## src/rtl/bus_pkg.sv

```systemverilog
// bus_pkg: shared types and constants for the serial system bus arbiter
package bus_pkg;
    localparam int SEL_BITS = 2;
    localparam int NUM_SLAVES = 3;
    localparam int TIMEOUT_DEFAULT = 64;
    typedef enum logic [1:0] {IDLE, SELECT, CONNECT, RELEASE} state_t;
    typedef enum logic {M1 = 1'b0, M2 = 1'b1} owner_t;
endpackage

```

## src/rtl/bus_arbiter_rr_grant.sv

```systemverilog
// rr_grant: two-requester round-robin pick favouring the master that did not own the bus last
module rr_grant import bus_pkg::*; (
    input  logic   req1,
    input  logic   req2,
    input  owner_t last_owner,
    output logic   req_any,
    output owner_t pick
);
    assign req_any = req1 | req2;
    assign pick = (req1 && req2) ? (last_owner == M1 ? M2 : M1) : (req1 ? M1 : M2);
endmodule

```

## src/rtl/bus_arbiter.sv

```systemverilog
// bus_arbiter: grants the bus to one of two masters, decodes a serial slave prefix and routes to one of three slaves
module bus_arbiter import bus_pkg::*; #(
    parameter int SEL_BITS = bus_pkg::SEL_BITS,
    parameter int TIMEOUT = TIMEOUT_DEFAULT
) (
    input  logic                  clk,
    input  logic                  reset,
    input  logic                  m1_request,
    input  logic                  m2_request,
    input  logic                  m1_valid,
    input  logic                  m2_valid,
    input  logic                  m1_tx_address,
    input  logic                  m2_tx_address,
    input  logic                  m1_tx_data,
    input  logic                  m2_tx_data,
    input  logic [NUM_SLAVES-1:0] s_ready,
    input  logic [NUM_SLAVES-1:0] s_done,
    output logic                  m1_grant,
    output logic                  m2_grant,
    output logic [NUM_SLAVES-1:0] s_valid,
    output logic                  bus_address,
    output logic                  bus_data,
    output logic                  m1_slave_ready,
    output logic                  m2_slave_ready,
    output logic                  timeout,
    output logic                  decode_error
);
    localparam int NS = 2 ** SEL_BITS;
    localparam int CW = $clog2(SEL_BITS + 1);
    state_t state, state_n;
    owner_t last_owner, owner_n, pick;
    logic [SEL_BITS-1:0] sel, sel_n;
    logic [CW-1:0] cnt, cnt_n;
    logic [6:0] tcnt, tcnt_n;
    logic to_n, de_n, req_any, o_req, o_valid, o_addr, o_data, con;
    logic [NS-1:0] rdy_ext, done_ext;
    rr_grant u_rr (
        .req1(m1_request),
        .req2(m2_request),
        .last_owner(last_owner),
        .req_any(req_any),
        .pick(pick)
    );
    assign o_req = last_owner == M1 ? m1_request : m2_request;
    assign o_valid = last_owner == M1 ? m1_valid : m2_valid;
    assign o_addr = last_owner == M1 ? m1_tx_address : m2_tx_address;
    assign o_data = last_owner == M1 ? m1_tx_data : m2_tx_data;
    // widened so a not-yet-decoded sel of 3 indexes a harmless zero
    assign rdy_ext = NS'(s_ready);
    assign done_ext = NS'(s_done);
    assign con = state == CONNECT;
    assign s_valid = (con && o_valid) ? NUM_SLAVES'(1) << sel : '0;
    assign bus_address = con & o_addr;
    assign bus_data = con & o_data;
    assign m1_slave_ready = con && last_owner == M1 && rdy_ext[sel];
    assign m2_slave_ready = con && last_owner == M2 && rdy_ext[sel];
    always_comb begin
        state_n = state;
        owner_n = last_owner;
        sel_n = sel;
        cnt_n = cnt;
        tcnt_n = tcnt;
        to_n = 1'b0;
        de_n = 1'b0;
        case (state)
            IDLE: if (req_any) begin
                state_n = SELECT;
                owner_n = pick;
                sel_n = '0;
                cnt_n = '0;
            end
            SELECT: if (!o_req) begin
                state_n = RELEASE;
            end else if (o_valid) begin
                sel_n = (sel << 1) | SEL_BITS'(o_addr);
                cnt_n = cnt + 1'b1;
                if (cnt_n == CW'(SEL_BITS)) begin
                    state_n = int'(sel_n) < NUM_SLAVES ? CONNECT : RELEASE;
                    de_n = int'(sel_n) >= NUM_SLAVES;
                    tcnt_n = '0;
                end
            end
            CONNECT: if (!o_req) begin
                state_n = RELEASE;
            end else if (rdy_ext[sel] || done_ext[sel]) begin
                tcnt_n = '0;
            end else begin
                tcnt_n = tcnt + 1'b1;
                to_n = tcnt_n == 7'(TIMEOUT);
                state_n = to_n ? RELEASE : CONNECT;
            end
            default: state_n = IDLE;
        endcase
    end
    always_ff @(posedge clk) begin
        if (!reset) begin
            state <= IDLE;
            last_owner <= M2;
            sel <= '0;
            cnt <= '0;
            tcnt <= '0;
            m1_grant <= 1'b0;
            m2_grant <= 1'b0;
            timeout <= 1'b0;
            decode_error <= 1'b0;
        end else begin
            state <= state_n;
            last_owner <= owner_n;
            sel <= sel_n;
            cnt <= cnt_n;
            tcnt <= tcnt_n;
            m1_grant <= (state_n == SELECT || state_n == CONNECT) && owner_n == M1;
            m2_grant <= (state_n == SELECT || state_n == CONNECT) && owner_n == M2;
            timeout <= to_n;
            decode_error <= de_n;
        end
    end
endmodule

```

## config.mk

```make
export PLATFORM = sky130hd
export DESIGN_NAME = bus_arbiter
export DESIGN_NICKNAME = d
export VERILOG_FILES = /design/src/rtl/bus_pkg.sv /design/src/rtl/bus_arbiter_rr_grant.sv /design/src/rtl/bus_arbiter.sv
export SDC_FILE = /design/constraint.sdc
export NUM_CORES = 1
export LEC_CHECK = 0
export ABC_CLOCK_PERIOD_IN_PS = 2050
export CAP_MARGIN = 20
export CORE_MARGIN = 2
export CORE_UTILIZATION = 49
export DETAILED_ROUTE_END_ITERATION = 16
export PLACE_DENSITY_LB_ADDON = 0.25
export SETUP_SLACK_MARGIN = 0.5
export SLEW_MARGIN = 5
export SYNTH_ARGS = -nofsm -noshare
export SYNTH_HDL_FRONTEND = slang
export SYNTH_SLANG_ARGS = --single-unit
```

## constraint.sdc

```tcl
create_clock -name clk -period 2.05 [get_ports clk]
set_input_delay 0.205 -clock clk [delete_from_list [all_inputs] [get_ports clk]]
set_output_delay 0.205 -clock clk [all_outputs]
set_load 0.03 [all_outputs]
```

==> metrics.cfg <==
[logic_synthesis]
synth_compound_area_share_pct = 20.6
synth_simple_gate_area_share_pct = 32.0
syn_area_per_cell_um2 = 8.37
syn_area_um2 = 1170
synthAdderAreaFrac_pct = 2.13
ys_seq_area_share_pct = 30.7
synthXorXnorAreaFrac_pct = 1.49
synthesis.nets = 158
synth_top_family_by_area = simple AND/OR/NAND/NOR gates
async_flop_share_pct = 0
synth.distinct_cells = 46
synthFlopType = dfxtp_1
synth_edf_count = 0
ys_warn_count = 0
synth_mux_area_share_pct = 7.79
yosys_register_bits = 18
syn_inst = 140

[placement]
place_congestion = 0.823
dp_cells = 194
hpwlAfterDp_mm = 2.13
port-buffer-count = 26
place_ws_ns = 0.0239

[die]
pin_count = 27
die_y_um = 52.9
core_um2 = 2230
initial_core_util_pct = 52.5
die-area_um2 = 2800
die_x_um = 52.9
rows = 17

[clocking]
cts.sinks = 18
clk_pin_slew_worst_paths_ns = 0.11
clockBufferDepth = 2
cts_inserted_buffers = 3
root_buffer = clkbuf_4
htree_levels = 1
clk_latency_ns = 0.30
cts_tree = built

[drt]
drt_iter0_drc = 67
wl_per_cell_um = 18.1
drt_first_pass_iters = 4
routed-via-count = 1364
postRouteAntennaNets = 0
viasPerCell = 6.31
drc = 0
routed_wl_mm = 3.90

[sta]
period_minus_slack_ns = 1.68
clock_skew_ns = 0.000585
max_freq_ghz = 0.595
tightest_slew_ns = 0.362
finalCritPeriodShare_pct = 81.9
slew_violations = 0
slew_headroom_pct = 75.7
grt_setup_unrepaired = yes
tns_ns = 0
hold_violations = 0
setup_viol = 0
fin_ws_ns = 0.370

[global_route]
antenna_found_initial = 0
grt_max_degree = 12
overflow = 0
grt_pass1_wl_mm = 5.30
track_usage_pct = 25.3
first_global_vias = 1239

[status]
outcome = finished clean

[layout]
synthToLayoutAreaGrowth_pct = 57.3
post_layout_nonfiller_instances = 216
final_nets = 207
drive_above_1_share_pct = 44.7
antennaDiodeCount = 0

[pwr]
p_total_mw = 1.08
max-vdd-ir-drop_uv = 550
powerDensity_nw_per_um2 = 585
leakage_nw = 0.742

[critical_path]
worst_setup_path_start_kind = flip-flop
crit_path_end_kind = flip-flop
crit_path_frequent_cell = o211ai_1
crit_type = flip-flop to flip-flop
cp_slowest_cell = dfxtp_2
critPathRequiredTime_ns = 2.25
critical_path_peak_fanout = 8
crit_chain = buf_6, and3b_1, o211ai_1, buf_4, a41oi_2, o211ai_1, a21oi_1
worstPathArrival_ns = 1.88
crit_path_max_incr_delay_ns = 0.38

[job]
max_cap_violations = 0

[worst_hold_path]
hold_path.class = flip-flop to flip-flop

-- synth_stat cells, types with 2 or more instances --
cell type / n / area share, %
a211oi_1: 3 / 1.9
a21oi_1: 6 / 2.6
a22oi_1: 2 / 1.3
a31oi_1: 4 / 2.1
a32o_1: 2 / 1.7
a41oi_1: 2 / 1.5
and3_1: 3 / 1.6
and3_2: 2 / 1.3
buf_2: 3 / 1.3
dfxtp_1: 18 / 31
ha_1: 2 / 2.1
inv_1: 3 / 0.96
mux2i_1: 8 / 6.8
nand2_1: 8 / 2.6
nand2b_1: 3 / 1.6
nand3_1: 2 / 0.85
nand4_1: 4 / 2.1
nor2_1: 16 / 5.1
nor2b_1: 5 / 2.7
nor3_1: 5 / 2.1
nor3b_1: 3 / 1.9
o211ai_1: 3 / 1.9
o21ai_0: 6 / 2.6
or2_2: 3 / 1.6
or3_1: 2 / 1.1
xor2_1: 2 / 1.5
-- placed cells by master (no fill, tap or decap), drive strengths merged, types with 2 or more instances in the layout --
master / n
nor2b: 5
nand2b: 4
nand3: 2
o21ai: 6
a41oi: 2
xor2: 2
a32o: 2
nor3: 5
or2: 3
nor3b: 3
a211oi: 3
a22oi: 2
inv: 3
nand4: 4
o211ai: 3
or3: 2
and3: 5
nor4: 2
dlymetal6s2s: 2
dfxtp: 18
mux2i: 8
a31oi: 4
a21oi: 7
and2: 2
nand2: 8
nor2: 17
buf: 32
clkdlybuf4s50: 16
ha: 2
clkbuf: 4
-- per-stage QoR --
stage | hold slack [ns] | util, % | area [um2]
4_1_cts | 0.512 | 75.2 | 1680
3_3_place_gp | 0.476 | 66.9 | 1490
3_5_place_dp | 0.486 | 66.9 | 1490
5_1_grt | 0.530 | 82.6 | 1840
6_report | 0.504 | 82.6 | 1840
2_1_floorplan | 0.460 | - | 1200
-- worst paths after layout --
kind	endpoint	startpoint	cells past startpoint	slack (ns)
worst min-delay path	cnt[1]	cnt[1]	2	0.50
worst max-delay path	state[0]	last_owner	7	0.37
worst max register to register	state[0]	last_owner	7	0.37
worst min register to register	cnt[1]	cnt[1]	2	0.50
-- layer usage --
layer,track usage [%],up-vias,share of wire (%)
li1,-,616,-
met1,32.9,645,41
met2,42.5,78,48
met3,3.11,25,7.2
met4,9.40,0,3.8
met5,0,-,0
-- kinds of logic (layout without fill, tap and decap cells) --
family | count (synthesis) | in the layout
flip-flops | 18 | 18
XOR/XNOR | 2 | 2
buffers and inverters | 10 | 58
AO/OA/AOI/OAI | 34 | 34
multiplexers | 9 | 9
adder cells (fa/ha/maj) | 2 | 2
AND/OR/NAND/NOR | 65 | 65
-- timing repair --
action / 4_1_cts / 5_1_grt
gates resized for setup: 40 / 33
buffers inserted: 12 / 6
pin swaps: 9 / 12
endpoints found under the setup margin: 19 / 22
hold buffers: 0 / 0
-- critical path, delay by kind of cell (launching register included) --
kind                   cells  cell delay (ns)
flip-flops                 1             0.38
AO/OA/AOI/OAI              4             0.67
AND/OR/NAND/NOR            1             0.19
buffers and inverters      2             0.32
-- cell type report --
type	count	area, um2
tap	28	35.0
sequential	18	375
fill	127	389
inverter	3	11.3
multi-input combinational	112	935
clock buffer	4	36.3
timing repair buffer	51	452
-- report_power, final --
group / switching (mW) / leakage, nW / total (mW) / internal (mW)
Sequential: 0.0152 / 0.149 / 0.387 / 0.372
Combinational: 0.240 / 0.571 / 0.461 / 0.221
Clock: 0.122 / 0.0210 / 0.230 / 0.109
Total: 0.377 / 0.742 / 1.08 / 0.701
-- registers in the layout (all words and copies together), names as in the netlist --
signal	count
sel	2
m1_grant	1
last_owner	1
m2_grant	1
timeout	1
cnt	2
state	2
tcnt	7
decode_error	1
No activity file was read; power rests on OpenSTA's default activity.
